$ cat config.mk
export PLATFORM = sky130hd
export DESIGN_NAME = conv_pool_engine
export DESIGN_NICKNAME = d
export VERILOG_FILES = /design/src/rtl/conv_pool_engine.sv
export SDC_FILE = /design/constraint.sdc
export NUM_CORES = 2
export LEC_CHECK = 0
export BUFFER_PORTS_ARGS = -buffer_cell sky130_fd_sc_hd__buf_4
export CAP_MARGIN = 5
export CORE_MARGIN = 2
export CORE_UTILIZATION = 57
export DETAILED_ROUTE_END_ITERATION = 8
export PLACE_DENSITY = 0.79
export SETUP_SLACK_MARGIN = 0.15
export SYNTH_ARGS = -nofsm -noshare
export SYNTH_HDL_FRONTEND = slang
export SYNTH_SLANG_ARGS = --single-unit
$ cat constraint.sdc
create_clock -name CLK -period 20.6 [get_ports CLK]
set_input_delay 4.12 -clock CLK [delete_from_list [all_inputs] [get_ports CLK]]
set_output_delay 4.12 -clock CLK [all_outputs]
set_load 0.02 [all_outputs]
$ cat src/rtl/conv_pool_engine.sv
// conv_pool_engine: streaming KxK convolution / 2x2 max-pool engine that
// runs on a word-addressed image held behind a Wishbone master port.
//   CLK, rst            : clock, asynchronous active-high reset
//   start, mode         : begin a job; mode 0 = conv, 1 = 2x2 maxpool
//   kernel_base/src_base/dst_base : word base addresses, latched on start
//   busy, done          : engine active; one-cycle completion pulse
//   out_count           : results written by the current/last job
//   cyc_i..data_i       : master request outputs (one transaction in flight)
//   data_o, stall_o, sdram_ack : slave read data, stall and acknowledge
module conv_pool_engine #(
  parameter int DATA_W = 16,
  parameter int K      = 3,
  parameter int IMG_W  = 10,
  parameter int IMG_H  = 10,
  parameter int FRAC   = 8,
  parameter int ADDR_W = 32
) (
  input  logic              CLK,
  input  logic              rst,
  input  logic              start,
  input  logic              mode,
  input  logic [ADDR_W-1:0] kernel_base,
  input  logic [ADDR_W-1:0] src_base,
  input  logic [ADDR_W-1:0] dst_base,
  output logic              busy,
  output logic              done,
  output logic [15:0]       out_count,
  output logic              cyc_i,
  output logic              stb_i,
  output logic              we_i,
  output logic [3:0]        sel_i,
  output logic [ADDR_W-1:0] addr_i,
  output logic [31:0]       data_i,
  input  logic [31:0]       data_o,
  input  logic              stall_o,
  input  logic              sdram_ack
);

  if (K > IMG_W || K > IMG_H) begin : g_bad_k
    $error("conv_pool_engine: K must not exceed IMG_W or IMG_H");
  end

  localparam int KK = K * K;
  localparam int AW = 2 * DATA_W + $clog2(KK);
  localparam int IW = (KK > 1) ? $clog2(KK) : 1;
  localparam logic signed [AW-1:0] SMAX = {{(AW-DATA_W+1){1'b0}}, {(DATA_W-1){1'b1}}};
  localparam logic signed [AW-1:0] SMIN = {{(AW-DATA_W+1){1'b1}}, {(DATA_W-1){1'b0}}};

  typedef enum logic [2:0] {IDLE, LOAD_KERNEL, FETCH, WRITE, DONE} state_t;

  state_t                   state;
  logic                     mode_q;
  logic [ADDR_W-1:0]        kb, sb, db;
  logic [15:0]              n, i, j, r, c;
  logic signed [AW-1:0]     acc;
  logic [KK-1:0][DATA_W-1:0] w;

  // geometry of the current job
  logic [15:0]       win, ow, oh;
  logic [ADDR_W-1:0] stride;
  assign win    = mode_q ? 16'd2 : 16'(K);
  assign ow     = mode_q ? 16'(IMG_W / 2) : 16'(IMG_W - K + 1);
  assign oh     = mode_q ? 16'(IMG_H / 2) : 16'(IMG_H - K + 1);
  assign stride = mode_q ? ADDR_W'(2) : ADDR_W'(1);

  logic [ADDR_W-1:0] req_addr;
  always_comb begin
    req_addr = kb + ADDR_W'(n);
    if (state == FETCH)
      req_addr = sb + (ADDR_W'(r) * stride + ADDR_W'(i)) * ADDR_W'(IMG_W)
                    + ADDR_W'(c) * stride + ADDR_W'(j);
    else if (state == WRITE)
      req_addr = db + ADDR_W'(r) * ADDR_W'(ow) + ADDR_W'(c);
  end

  // datapath: only the low DATA_W bits of read data are meaningful
  logic signed [DATA_W-1:0] pix;
  logic [IW-1:0]            widx;
  logic signed [AW-1:0]     prod, pix_x, shifted;
  logic signed [DATA_W-1:0] res;
  logic                     unused_hi;
  assign pix       = data_o[DATA_W-1:0];
  assign unused_hi = &{1'b0, data_o[31:DATA_W]};
  assign widx      = IW'(i * 16'(K) + j);
  assign prod      = AW'($signed(w[widx])) * AW'(pix);
  assign pix_x     = AW'(pix);
  assign shifted   = acc >>> FRAC;

  always_comb begin
    res = '0;
    if (mode_q)              res = acc[DATA_W-1:0];
    else if (shifted > SMAX) res = SMAX[DATA_W-1:0];
    else if (shifted < SMIN) res = SMIN[DATA_W-1:0];
    else                     res = shifted[DATA_W-1:0];
  end

  logic win_last, ack_ok, in_bus;
  assign win_last = (i == win - 16'd1) && (j == win - 16'd1);
  // ack only counts against an accepted (or same-cycle accepted) request
  assign ack_ok   = cyc_i && sdram_ack && (!stb_i || !stall_o);
  assign in_bus   = (state == LOAD_KERNEL) || (state == FETCH) || (state == WRITE);

  assign busy  = (state != IDLE);
  assign sel_i = cyc_i ? 4'b0011 : 4'b0000;

  always_ff @(posedge CLK or posedge rst) begin
    if (rst) begin
      state <= IDLE;   mode_q <= 1'b0;
      kb <= '0; sb <= '0; db <= '0;
      n <= '0; i <= '0; j <= '0; r <= '0; c <= '0;
      acc <= '0; w <= '0;
      done <= 1'b0; out_count <= '0;
      cyc_i <= 1'b0; stb_i <= 1'b0; we_i <= 1'b0;
      addr_i <= '0; data_i <= '0;
    end else begin
      done <= 1'b0;

      // shared bus sequencer: issue when idle, drop stb on accept, drop cyc on ack
      if (in_bus) begin
        if (!cyc_i) begin
          cyc_i  <= 1'b1;
          stb_i  <= 1'b1;
          we_i   <= (state == WRITE);
          addr_i <= req_addr;
          data_i <= (state == WRITE) ? 32'(res) : 32'd0;
        end else begin
          if (stb_i && !stall_o) stb_i <= 1'b0;
          if (ack_ok) begin
            cyc_i <= 1'b0; stb_i <= 1'b0; we_i <= 1'b0;
          end
        end
      end

      case (state)
        IDLE: if (start) begin
          mode_q <= mode;
          kb <= kernel_base; sb <= src_base; db <= dst_base;
          out_count <= '0; acc <= '0;
          n <= '0; i <= '0; j <= '0; r <= '0; c <= '0;
          state <= mode ? FETCH : LOAD_KERNEL;
        end
        LOAD_KERNEL: if (ack_ok) begin
          w[IW'(n)] <= data_o[DATA_W-1:0];
          if (n == 16'(KK - 1)) begin
            n <= '0; state <= FETCH;
          end else n <= n + 16'd1;
        end
        FETCH: if (ack_ok) begin
          if (!mode_q)                              acc <= acc + prod;
          else if ((i == 0 && j == 0) || pix_x > acc) acc <= pix_x;
          if (j == win - 16'd1) begin
            j <= '0;
            if (i == win - 16'd1) i <= '0;
            else                  i <= i + 16'd1;
          end else j <= j + 16'd1;
          if (win_last) state <= WRITE;
        end
        WRITE: if (ack_ok) begin
          out_count <= out_count + 16'd1;
          acc <= '0;
          if (c == ow - 16'd1) begin
            c <= '0;
            if (r == oh - 16'd1) begin
              r <= '0; state <= DONE; done <= 1'b1;
            end else r <= r + 16'd1;
          end else c <= c + 16'd1;
          if (!(c == ow - 16'd1 && r == oh - 16'd1)) state <= FETCH;
        end
        DONE:    state <= IDLE;
        default: state <= IDLE;
      endcase
    end
  end

endmodule

# Word level (Yosys, flattened, before mapping)
# Cells that the tools add are included.
[totals]
register_bits = 444
inputBits = 134
out_inout_bits = 89
wordCells = 174
[classes]
n_addsub = 17
n_mul = 6
n_lt_le_gt_ge = 6
eq_ne = 21
n_mux = 63
bitwise = 1
reduce_logical = 33
[ops]
columns = ["cell", "count"]
rows = [
  ["$mux 16", 19],
  ["$pmux 16 s2", 6],
  ["$mux 36", 5],
  ["$bwmux 144", 1],
  ["$pmux 36 s3", 1],
  ["$add 16x1->16 const B", 6],
  ["$add 32x16->32", 3],
  ["$mux 32", 3],
  ["$bmux 16 s4", 1],
  ["$demux 16 s4", 1],
  ["$eq 16x16->1", 4],
  ["$add 36x32->36", 1],
  ["$gt 16x36->1", 1],
  ["$mul 16x2->18", 2],
  ["$add 32x18->32", 1],
  ["$add 32x20->32", 1],
  ["$add 32x23->32", 1],
  ["$logic_not 16->1", 2],
  ["$mul 16x16->32", 1],
  ["$gt 28x16->1 const B", 1],
  ["$lt 28x16->1 const B", 1],
  ["$mux 3", 9],
  ["$mul 19x3->22 const B", 1],
  ["$mul 16x4->20", 1],
  ["other kinds (31)", 74],
]

# Logic depth before layout (Yosys ltp)
[logic_depth]
depth_word = 9
depth_mapped = 38
depth_no_buf = 35

# Worst setup path before layout
# OpenSTA, ideal clock, no wires.
[synth_timing]
path_type = "in2reg"
from = "in data_o[1]"
to = "reg acc[35]"
setup_ns = 0.127
arrival_ns = 9.852
setup_slack_ns = 10.622
path_stages = 24
path_buffers = 1
cell_sequence = "clkbuf_1 > nand2_1 > fa_1 > inv_1 > fa_1 > inv_1 > fa_1 > inv_1 > fa_1 > fa_1 > inv_1 > fa_1 > inv_1 > ha_1 > a21o_1 > a21oi_1 > inv_1 > o211ai_1 > o21ai_1 > o41ai_2 > o21ai_1 > xnor2_1 > o211ai_1 > o21ai_1"
[synth_between]
elab_chain_cells = 5
[synth_rtl]
columns = ["item", "line_no", "rtl"]
rows = [
  ["start: declaration", "34", "input logic [31:0] data_o,"],
  ["$mul 16x16->32", "85", "assign prod = AW'($signed(w[widx])) * AW'(pix);"],
  ["$add 36x32->36", "149", "if (!mode_q) acc <= acc + prod;"],
  ["$mux 36", "149", ""],
  ["$mux 36", "148", "FETCH: if (ack_ok) begin"],
  ["$pmux 36 s3", "134", "case (state)"],
  ["end signal: assignment", "149", ""],
  ["end signal: assignment", "150", "else if ((i == 0 && j == 0) || pix_x > acc) acc <= pix_x;"],
  ["end: declaration", "55", "logic signed [AW-1:0] acc;"],
]
# Parallel ways exist; a longest one is shown, timed or not. The select of a mux whose other input is x is not followed.
# A chain may end at the register's enable or synchronous reset.

# Worst setup path in the final report
[layout_timing]
from = "in data_o[15]"
to = "reg acc[34]"
# The elaborated chain is that of the path after synthesis.

==> results.yml <==
min_path:
  holdCritPathClass: "flip-flop to flip-flop"
  hold_path_depth: 2
  holdPathEnd: "sb[13]"
  hold_start: "sb[13]"
route:
  drc_errors: 0
  vias: 30900
  drt-wirelength-per-cell_microns: 19.2
  ant_nets: 0
  drtPass1Iterations: 5
  drt_iter0_markers: 2372
  post_drt_via_cell_ratio: 5.75
  drt_wl_total_microns: 104000
place:
  place.port_buffers: 204
  dp.final_hpwl_microns: 78300
  gp_congestion: 0.941
power_and_ir_drop:
  p_total_mw: 3.52
  power.density_nw_per_um2: 79.7
  p_leak_nw: 23.2
  peakVddDrop_mv: 0.185
sta:
  finalSetupViolCount: 0
  post-route-min-period_ns: 10.25
  maxSlewViolCount: 0
  rsz0062_at_grt: "false"
  clock-skew-final_ns: 0.0254
  fmax_mhz: 97.5
  tns_ns: 0
  hold_viol: 0
  max-slew-margin-rel_pct: 19.2
  tightest_slew_ns: 1.21
  finalCritPeriodShare_pct: 49.8
clock_network:
  clk_pin_slew_ns: 0.06
  cts_resized: 0
  clk_path_buf_depth: 3
  htreeDepth: 2
  cts_tree: "done"
  postCtsSetupBuffers: 0
  insertion_delay_ns: 0.61
  cts.sinks: 428
  cts_root_buffer: "clkbuf_16"
  cts_buffers: 49
  cts_hold_buffers: 0
synth:
  ys_ff_latch: 428
  async_flop_share_pct: 100
  syn_avg_cell_area_sq_um: 9.30
  ys.flop_type: "dfrtp_1"
  ys_warn_count: 0
  yosysSeqAreaShare_pct: 26.6
  syn_area_sq_um: 40300
  synth-edff-count: 0
  synth_cell_types: 95
  synthCells: 4335
setup_path:
  critPathMaxFanout: 27
  r2r-start: "i[0]"
  r2r_end: "acc[34]"
  critPathRequiredTime_ns: 21.10
  critPathLaunchType: "primary input"
  rr_worst_depth: 30
  critPathCaptureType: "flip-flop"
  path_class: "primary input to flip-flop"
  reg2reg_slack_ns: 10.49
  worstPathArrival_ns: 10.76
floorplanning:
  fp.dieArea_sq_um: 72900
  fp-row-count: 97
  fp.dieH_microns: 270
  io_pins: 223
  core_region_area_sq_um: 70000
  die_x_microns: 270
  initial_utilization_pct: 57.6
final_layout:
  diodes: 0
  drive_gt1_share_pct: 12.8
  nNetsFinal: 5261
  syn_to_final_growth_pct: 9.65
  fill_cells: 5760
global_route:
  grt_max_degree: 193
  grt_pass1_wl_microns: 169000
  grt_pass1_vias: 31500
  grt_overflow: 0
  grt_usage_pct: 29.0
  antenna_found_initial: 0
outcome:
  status: "completed"
flow_run:
  drv_cap: 0
## worst max path at each step
stage               depth (start not counted)  startpoint       to  slack, ns
floorplan                                   1         rst   acc[0]       4.56
global placement                           23  data_o[15]  acc[35]       9.87
detailed placement                         23  data_o[15]  acc[34]       9.80
CTS                                        23  data_o[15]  acc[34]      10.43
global route                               30        i[0]  acc[34]       9.95
finish                                     23  data_o[15]  acc[34]      10.35
## cells in the final DEF, fill, tap and decap left out, drive strengths merged, types with 26 or more instances in the layout
| master | synthesis | final |
|---|---|---|
| fa | 384 | 384 |
| xnor2 | 88 | 88 |
| inv | 567 | 572 |
| clkbuf | 171 | 64 |
| nand4 | 34 | 34 |
| mux4 | 32 | 32 |
| nand2 | 679 | 679 |
| a21oi | 157 | 157 |
| ha | 340 | 340 |
| buf | 53 | 240 |
| xor2 | 90 | 90 |
| mux2 | 154 | 154 |
| nand3 | 84 | 84 |
| and2 | 133 | 133 |
| o21ai | 272 | 272 |
| nor3 | 42 | 42 |
| o211ai | 35 | 35 |
| dfrtp | 428 | 428 |
| nand2b | 26 | 26 |
| and3 | 45 | 45 |
| nor2 | 187 | 187 |
| a21o | 35 | 35 |
## state kept, by name, summed over array words and instances, names as in the netlist, 32 cells and up
name,count
w,144
acc,36
addr_i,32
db,32
sb,32
kb,32
## critical path, stage by stage
cell and delay, ns:
buf_4 0.21, inv_1 0.30, buf_4 0.34, nor2_1 0.11, fa_1 0.52, fa_1 0.54
fa_1 0.52, fa_1 0.53, fa_1 0.55, inv_1 0.08, fa_1 0.54, inv_1 0.04
ha_1 0.37, a211oi_1 0.10, o21ai_0 0.17, o211ai_1 0.17, o311ai_1 0.18, nand2_1 0.23
a21oi_1 0.35, a31oi_1 0.22, o21ai_1 0.16, o31ai_1 0.08, o32ai_1 0.26
## synthesized netlist by cell type, types with 18 or more instances
| master | number | share of area (%) |
|---|---|---|
| buf_4 | 23 | 0.43 |
| dfrtp_1 | 428 | 27 |
| nor2b_1 | 24 | 0.37 |
| buf_2 | 23 | 0.29 |
| mux2_2 | 152 | 4.2 |
| nor2_1 | 185 | 1.7 |
| nor3_1 | 41 | 0.51 |
| nand4_1 | 33 | 0.51 |
| fa_1 | 384 | 19 |
| xnor2_1 | 88 | 1.9 |
| and2_1 | 132 | 2.0 |
| inv_1 | 565 | 5.3 |
| o21ai_0 | 210 | 2.6 |
| a31oi_1 | 19 | 0.29 |
| nand2b_1 | 25 | 0.39 |
| mux4_2 | 32 | 1.8 |
| or3_1 | 25 | 0.39 |
| nand2_1 | 674 | 6.3 |
| a21oi_1 | 152 | 1.9 |
| ha_1 | 340 | 11 |
| mux2i_1 | 25 | 0.62 |
| a21o_1 | 35 | 0.65 |
| xor2_1 | 90 | 2.0 |
| o21a_1 | 18 | 0.34 |
| and3_1 | 45 | 0.70 |
| o211ai_1 | 34 | 0.63 |
| clkbuf_1 | 171 | 1.6 |
| o21ai_1 | 61 | 0.76 |
| nand3_1 | 84 | 1.0 |
| nor4_1 | 18 | 0.28 |
## layout make-up
cell class / instances / area, sq um / area share (%)
multi-input cells: 3117 / 26600 / 60.1
flip-flops and latches: 428 / 10700 / 24.2
inverters: 567 / 2140 / 4.83
repair buffers: 240 / 1810 / 4.10
clock buffers: 64 / 1340 / 3.04
well taps: 940 / 1180 / 2.66
clock inverters: 26 / 440 / 0.996
## stage by stage
stage | area [sq um] | hold slack (ns) | utilization, % | worst slack (ns) | instances
final | 44200 | 0.481 | 63.1 | 10.35 | 5382
after global routing | 44200 | 0.507 | 63.1 | 9.95 | 5382
after CTS | 44200 | 0.483 | 63.1 | 10.43 | 5382
after detailed placement | 42400 | 0.468 | 60.6 | 9.80 | 5292
after global placement | 42400 | 0.458 | 60.6 | 9.87 | 5292
after floorplan | 40300 | 0.445 | - | 4.56 | 4336
## logic make-up after synthesis
group,after synthesis,synth area share [%]
and+or+nand+nor,1331,15.2
buffers and inverters,791,7.65
adders and majority gates,724,29.6
AOI/OAI and AO/OA,671,10.3
DFF,428,26.6
muxes,211,6.71
xor gates and xnor gates,178,3.87
other,1,0.00930
## routing by layer
metal  global-route usage [%]  wire length [microns]
met1                     39.0                  43100
met2                     47.3                  48800
met3                     4.57                   7400
met4                     11.0                   4300
met5                        0                      0
## where the power goes
group	internal [mW]	switching, mW
combinational	0.586	0.936
clock	0.590	0.383
sequential	0.913	0.112
total	2.09	1.43
Note: power is estimated with default switching activity, not from simulation.
